File: src/rtl/ucsbece154b_perf_monitor.sv
// Cycle/instruction counter with halt (both fetch slots parked on a NOP) and timeout detection.
// Moore outputs: status and counts appear the cycle after the deciding edge; no backpressure.
module ucsbece154b_perf_monitor #(
   parameter int          CNT_WIDTH  = 32,
   parameter logic [31:0] NOP_ENC    = 32'h0000_0013,
   parameter int          MAX_CYCLES = 200
) (
   input  logic                 clk,
   input  logic                 reset,
   input  logic                 clear_i,
   input  logic [31:0]          pcf1_i,
   input  logic [31:0]          pcf2_i,
   input  logic [31:0]          instrf1_i,
   input  logic [31:0]          instrf2_i,
   input  logic [31:0]          instrd1_i,
   input  logic [31:0]          instrd2_i,
   output logic [CNT_WIDTH-1:0] cycle_count_o,
   output logic [CNT_WIDTH-1:0] instr_count_o,
   output logic                 running_o,
   output logic                 done_o,
   output logic                 timeout_o
);

   typedef enum logic [1:0] {IDLE, RUN, DONE} state_t;

   localparam logic [CNT_WIDTH-1:0] LAST_CYCLE = CNT_WIDTH'(MAX_CYCLES - 1);

   state_t               state, state_nxt;
   logic [CNT_WIDTH-1:0] cycle_cnt, cycle_nxt;
   logic [CNT_WIDTH-1:0] instr_cnt, instr_nxt;
   logic [31:0]          prev_pc1, prev_pc1_nxt;
   logic [31:0]          prev_pc2, prev_pc2_nxt;
   logic                 prev_valid, prev_valid_nxt;
   logic                 timeout_q, timeout_nxt;

   logic                 slot1_useful, slot2_useful;
   logic [1:0]           useful_n;
   logic [CNT_WIDTH:0]   instr_sum;
   logic [CNT_WIDTH-1:0] instr_sat, cycle_sat;
   logic                 halt_cond;

   assign slot1_useful = (instrd1_i != 32'd0) && (instrd1_i != NOP_ENC);
   assign slot2_useful = (instrd2_i != 32'd0) && (instrd2_i != NOP_ENC);
   assign useful_n     = {1'b0, slot1_useful} + {1'b0, slot2_useful};

   // One extra adder bit exposes the carry so the counter pins at all-ones instead of wrapping.
   assign instr_sum = {1'b0, instr_cnt} + (CNT_WIDTH + 1)'(useful_n);
   assign instr_sat = instr_sum[CNT_WIDTH] ? {CNT_WIDTH{1'b1}} : instr_sum[CNT_WIDTH-1:0];
   assign cycle_sat = (&cycle_cnt) ? cycle_cnt : cycle_cnt + CNT_WIDTH'(1);

   assign halt_cond = prev_valid
                    && (prev_pc1 == pcf1_i) && (instrf1_i == NOP_ENC)
                    && (prev_pc2 == pcf2_i) && (instrf2_i == NOP_ENC);

   always_comb begin
      state_nxt      = state;
      cycle_nxt      = cycle_cnt;
      instr_nxt      = instr_cnt;
      prev_pc1_nxt   = prev_pc1;
      prev_pc2_nxt   = prev_pc2;
      prev_valid_nxt = prev_valid;
      timeout_nxt    = timeout_q;
      if (clear_i) begin
         state_nxt      = IDLE;
         cycle_nxt      = '0;
         instr_nxt      = '0;
         prev_pc1_nxt   = '0;
         prev_pc2_nxt   = '0;
         prev_valid_nxt = 1'b0;
         timeout_nxt    = 1'b0;
      end else begin
         case (state)
            IDLE: state_nxt = RUN;
            RUN: begin
               if (halt_cond) begin
                  // Halt outranks the budget edge and leaves the counters untouched.
                  state_nxt   = DONE;
                  timeout_nxt = 1'b0;
               end else begin
                  cycle_nxt      = cycle_sat;
                  instr_nxt      = instr_sat;
                  prev_pc1_nxt   = pcf1_i;
                  prev_pc2_nxt   = pcf2_i;
                  prev_valid_nxt = 1'b1;
                  if (cycle_cnt == LAST_CYCLE) begin
                     state_nxt   = DONE;
                     timeout_nxt = 1'b1;
                  end
               end
            end
            DONE:    state_nxt = DONE;
            default: state_nxt = IDLE;
         endcase
      end
   end

   always_ff @(posedge clk or posedge reset) begin
      if (reset) begin
         state      <= IDLE;
         cycle_cnt  <= '0;
         instr_cnt  <= '0;
         prev_pc1   <= '0;
         prev_pc2   <= '0;
         prev_valid <= 1'b0;
         timeout_q  <= 1'b0;
      end else begin
         state      <= state_nxt;
         cycle_cnt  <= cycle_nxt;
         instr_cnt  <= instr_nxt;
         prev_pc1   <= prev_pc1_nxt;
         prev_pc2   <= prev_pc2_nxt;
         prev_valid <= prev_valid_nxt;
         timeout_q  <= timeout_nxt;
      end
   end

   assign cycle_count_o = cycle_cnt;
   assign instr_count_o = instr_cnt;
   assign running_o     = (state == RUN);
   assign done_o        = (state == DONE);
   assign timeout_o     = (state == DONE) && timeout_q;

endmodule

File: config.mk
export PLATFORM = sky130hd
export DESIGN_NAME = ucsbece154b_perf_monitor
export DESIGN_NICKNAME = d
export VERILOG_FILES = /design/src/rtl/ucsbece154b_perf_monitor.sv
export SDC_FILE = /design/constraint.sdc
export NUM_CORES = 1
export LEC_CHECK = 0
export CAP_MARGIN = 40
export CORE_MARGIN = 1.5
export CORE_UTILIZATION = 42
export CTS_CLUSTER_DIAMETER = 150
export DETAILED_ROUTE_END_ITERATION = 7
export GPL_TIMING_DRIVEN = 0
export HOLD_SLACK_MARGIN = 0.06
export MAX_ROUTING_LAYER = met4
export PLACE_DENSITY = 0.79
export SLEW_MARGIN = 40
export SYNTH_ARGS = -nofsm -noshare
export SYNTH_HDL_FRONTEND = slang
export SYNTH_SLANG_ARGS = --single-unit
export TNS_END_PERCENT = 30
File: constraint.sdc
create_clock -name clk -period 7.92 [get_ports clk]
set_input_delay 1.584 -clock clk [delete_from_list [all_inputs] [get_ports clk]]
set_output_delay 1.584 -clock clk [all_outputs]
set_load 0.05 [all_outputs]
After elaboration in Yosys (flattened, before gate mapping)
Index checks and enable logic that the tools add are counted.

Bits in registers: 132. Input bits: 195. Output and inout port bits: 67. Logic and storage cells: 63.

Add/sub/neg operators: 3. Equality and inequality tests: 12. Muxes and demuxes: 25. Reduce and logical (&&, ||, !) cells: 16.

Operator list (number): $mux 32 (14); $eq 32x32->1 (2); $eq 32x5->1 const B (2); $ne 32x5->1 const B (2); $reduce_bool 32->1 (2); $add 32x2->33 (1); $add 32x1->32 const B (1); $eq 32x8->1 const B (1); $reduce_and 32->1 (1); $logic_and 1x1->1 (7); $mux 1 (7); $mux 2 (3); $pmux 2 s3 (1); $ne 2x2->1 const B (2); $ne 4x2->1 const B (1); $reduce_and 2->1 (2); $reduce_and 3->1 (1); $reduce_bool 3->1 (1); $add 1x1->2 (1); $eq 2x1->1 const B (1); $eq 2x2->1 const B (1); $logic_not 2->1 (1); $reduce_bool 2->1 (1).

Longest topological paths before layout
Gate-level depths: netlist (run 1).

Depth in word-level cells: 8. Depth in mapped cells: 16. Mapped depth without buffers: 14.

Worst setup path after synthesis (run 1)
OpenSTA, ideal clock, no wires.

Kind: input -> register. Start point: input instrd1_i[0]. End point: register instr_cnt[1] (netlist: instr_count_o[1]). Setup time: 0.136 ns. Data arrival time: 4.167 ns. Required time: 7.784 ns. Path slack: 3.617 ns. Stages on the path: 14. Path through: or3_1 > a211oi_1 > fa_1 > inv_1 > ha_1 > and4_1 > and2_1 > nand2_1 > nor4_1 > nand2_1 > clkbuf_1 > clkbuf_1 > nor3b_1 > nor3_1.

Word-level cells in the longest chain between the ends: 8.

Ends and longest elaborated chain: start, declared (line 15) `input logic [31:0] instrd1_i,`; $ne 32x5->1 or $reduce_bool 32->1 (tied branches) (line 42) `assign slot1_useful = (instrd1_i != 32'd0) && (instrd1_i != NOP_ENC);`; $logic_and 1x1->1 (*) (line 42); $add 1x1->2 (*) (line 44) `assign useful_n = {1'b0, slot1_useful} + {1'b0, slot2_useful};`; $add 32x2->33 (*) (line 47) `assign instr_sum = {1'b0, instr_cnt} + (CNT_WIDTH + 1)'(useful_n);`; $mux 32 (*) (line 48) `assign instr_sat = instr_sum[CNT_WIDTH] ? {CNT_WIDTH{1'b1}} : instr_sum[CNT_WIDTH-1:0];`; $mux 32 (*) (line 75) `if (halt_cond) begin`; $mux 32 (*) (line 72) `case (state)`; $mux 32 (*) (line 63) `if (clear_i) begin`; end signal, assigned (line 109) `instr_cnt <= instr_nxt;`; end, declared (line 30) `logic [CNT_WIDTH-1:0] instr_cnt, instr_nxt;`.

Mark *: on every way between the ends. The rest lies on a longest branch, timed or not. The select of a mux whose other input is x is not followed. A chain may end at the register's enable or synchronous reset.

Final worst setup path (run 1)
Start point: input instrd2_i[22]. End point: register instr_cnt[6] (netlist: instr_count_o[6]).

Word-level cells in the longest chain between the ends: 8.

Ends and longest elaborated chain: start, declared (line 16) `input logic [31:0] instrd2_i,`; $ne 32x5->1 or $reduce_bool 32->1 (tied branches) (line 43) `assign slot2_useful = (instrd2_i != 32'd0) && (instrd2_i != NOP_ENC);`; $logic_and 1x1->1 (*) (line 43); $add 1x1->2 (*) (line 44); $add 32x2->33 (*) (line 47); $mux 32 (*) (line 48); $mux 32 (*) (line 75); $mux 32 (*) (line 72); $mux 32 (*) (line 63).

Marked as above.

==> flow_summary.yaml, run 1 <==
run_status:
  status: "complete, no violations"
sta:
  setup_viol: 0
  finalHoldViolCount: 0
  relSlewSlack_pct: 55.2
  period_needed_ps: 5290
  fin_ws_ps: 2630
  slew_viol_final: 0
  rsz0062_at_grt: "false"
  fin_crit_sh_pct: 66.8
  fin_skew_ps: 13.4
  maxClockFrequency_mhz: 189
  tightest_slew_ps: 666
  fin_tns_setup_ps: 0
placement:
  dp_hpwl_mm: 19.3
  gp_congestion: 0.947
  pre_cts_ws_ps: 2330
  port_buffers: 261
die:
  die_w_um: 137
  start_util_pct: 43.2
  die_h_um: 137
  dieArea_mm2: 0.0186
  io_pins: 262
  rows: 48
  core-area_mm2: 0.0174
critical_path:
  worst_path_most_repeated_cell: "nand2_1"
  cp_num_buf_inv: 4
  cp_top_family: "buffers and inverters"
  start_kind: "input pin"
  path_class: "input pin to flip-flop"
  cpPeakStageDelay_ps: 550
  arrival_ps: 5590
  crit_fanout: 10
  slowest_stage: "clkbuf_1"
  crit_chain: "clkdlybuf4s50_1 > nor4_1 > nand4_1 > a211oi_1 > fa_1 > inv_1 > ha_1 > and4_1 > and2_1 > nand2_1 > nor4_1 > nand2_1 > clkbuf_1 > clkbuf_1 > nand2_1 > mux2i_1 > nor2_1"
  cp_data_required_time_ps: 8210
  end_kind: "flip-flop"
synthesis:
  synth_seq_area_share_pct: 44.1
  netlist_instances: 881
  ys.flop_type: "dfrtp_1"
  synth_nets: 1082
  synth_edf_count: 0
  yosysWarnings: 0
  syn_area_per_cell_um2: 8.50
  synth_seq_cells: 132
  netlist_area_mm2: 0.00749
  synth_cell_types: 51
  async_flop_share_pct: 100
layout:
  area_growth_pct: 46.9
  layout_common_cells: "clkdlybuf4s50_1, nand2_1, dfrtp_1"
  n_antenna_cell: 0
  nets: 1364
  drive_gt1_share_pct: 4.43
  final_common_cell: "clkdlybuf4s50_1"
pwr:
  intPower_mw: 1.51
  p_leak_nw: 4.25
  power.share.sequential_pct: 35.2
  p_comb_share_pct: 32.1
  powerDensity_mw_per_mm2: 212
  p_sw_uw: 821
  p_clk_share_pct: 32.8
  peakVddDrop_uv: 188
  finalPower_mw: 2.33
  switching_share_pct: 35.2
global_routing:
  track_usage_pct: 29.2
  first_global_vias: 7641
  use_met3_pct: 4.81
  grt_pass1_wl_mm: 40.4
  use_met1_pct: 38.6
  globalRouteMet2Util_pct: 46.9
  antenna_found_initial: 0
  overflow: 0
  top_usage_layer: "met2"
  grt_max_degree: 68
clocking:
  cts_sinks: 132
  worstSkewPairLatency_ps: 430
  clk_path_buf_depth: 2
  post_cts_buffers: 0
  clock-root-buffer: "clkbuf_16"
  cts-hold-fix-buffers: 0
  cts_tree: "yes"
  cts_max_level: 4
  cts_resized: 0
  numCtsBuffers: 17
  clk_pin_slew_worst_paths_ps: 60
detailed_routing:
  drt_iter0_drc: 710
  firstDrtPassIters: 5
  vias_per_cell: 5.65
  drt_wl_total_mm: 25.5
  antenna_left: 0
  vias: 7904
  drc: 0
  post_drt_wl_per_cell_um: 18.2
worst_hold_path:
  hold_class: "flip-flop to flip-flop"
flow_run:
  drv_cap: 0
## metal layers
metal / vias to the layer above / wire [um]
li1: 3717 / -
met1: 3793 / 11100
met2: 353 / 12400
met3: 41 / 1700
met4: 0 / 351
met5: - / 0
## Yosys cell counts, types with 8 or more instances
master	count	area share [%]
nor2b_1	23	1.9
xnor2_1	48	5.6
nand2_1	154	7.7
clkbuf_1	29	1.5
buf_2	13	0.87
and3_1	18	1.5
nand3_1	28	1.9
a311oi_1	12	1.4
dfrtp_1	132	44
xor2_1	10	1.2
nor2_1	43	2.2
nor3_1	31	2.1
o21ai_0	34	2.3
a21oi_1	82	5.5
nand2b_1	11	0.92
nand4_1	30	2.5
a211oi_1	12	1.2
a31oi_1	8	0.67
nor4_1	47	3.9
inv_1	43	2.2
## worst paths after layout
kind / startpoint / endpoint / slack, ps / cells past startpoint
min: prev_pc1[1]$_DFFE_PP0P_ / prev_pc1[1]$_DFFE_PP0P_ / 520 / 2
max reg2reg: instr_count_o[0]$_DFFE_PP0P_ / instr_count_o[9]$_DFFE_PP0P_ / 4170 / 14
min in group asynchronous: reset / prev_pc2[16]$_DFFE_PP0P_ / 1480 / 2
max: instrd2_i[22] / instr_count_o[6]$_DFFE_PP0P_ / 2630 / 17
max in group asynchronous: reset / prev_pc1[6]$_DFFE_PP0P_ / 5600 / 4
min reg2reg: prev_pc1[1]$_DFFE_PP0P_ / prev_pc1[1]$_DFFE_PP0P_ / 520 / 2
## cell type report
class | instances | area (um^2)
Fill cell | 1498 | 6350
Multi-Input combinational cell | 660 | 3810
Sequential cell | 132 | 3300
Timing Repair Buffer | 263 | 2670
Clock buffer | 20 | 447
Tap cell | 225 | 282
Buffer | 46 | 211
Inverter | 43 | 169
Clock inverter | 11 | 111
## sequential cells by signal (all words and copies together) (netlist names)
| name | cells |
|---|---|
| cycle_count_o | 32 |
| instr_count_o | 32 |
| prev_pc1 | 32 |
| prev_pc2 | 32 |
| prev_valid | 1 |
| state | 2 |
| timeout_q | 1 |
## power groups by stage
stage	clock network [mW]	registers (mW)	logic, mW
after floorplan	0	0.841	0.414
after global placement	0	0.825	0.726
after detailed placement	0	0.828	0.743
after CTS	0.770	0.818	0.745
after global routing	0.802	0.829	0.813
final	0.764	0.820	0.747
## worst register-to-register path: stages, from the launching register on
cell and delay (ps):
dfrtp_1 380, inv_1 70, fa_1 460, inv_1 90, ha_1 210, and4_1 280
and2_1 190, nand2_1 110, nor4_1 620, nand2_1 140, clkbuf_1 290, clkbuf_1 380
nand3_1 190, o21ai_0 90, nor3_1 150
## logic make-up (layout without fill, tap and decap cells)
family | Yosys count | count (layout) | synth area share [%]
flip-flops | 132 | 132 | 44.1
multiplexers | 4 | 4 | 0.535
XOR/XNOR | 58 | 58 | 6.78
adder cells (fa/ha/maj) | 6 | 6 | 1.10
buffers and inverters | 89 | 383 | 4.98
AO/OA/AOI/OAI | 185 | 185 | 15.5
AND/OR/NAND/NOR | 407 | 407 | 27.0
## stage by stage
stage	hold slack [ps]	utilization (%)	instances	area (um^2)
floorplan	466	-	881	7490
global placement	512	59.8	1367	10400
detailed placement	518	60.2	1369	10400
CTS	525	63.4	1400	11000
global route	540	63.4	1400	11000
finish	525	63.4	1400	11000
Note: power is estimated with default switching activity, not from simulation.
==> inputs of run 2 (changes only) <==
==> constraint.sdc (replaced) <==
create_clock -name clk -period 5.2 [get_ports clk]
set_input_delay 1.04 -clock clk [delete_from_list [all_inputs] [get_ports clk]]
set_output_delay 1.04 -clock clk [all_outputs]
set_load 0.05 [all_outputs]
==> results of run 2 <==
Same layout as run 1 (identical final DEF). Status: complete, no violations.
Among the figures that moved: setup slack after placement 2330 ps -> 155 ps; setup slack after layout 2630 ps -> 453 ps; register-to-register setup slack 4170 ps -> 1450 ps; total power 2.33 mW -> 3.55 mW; worst IR drop on VDD 188 uV -> 287 uV
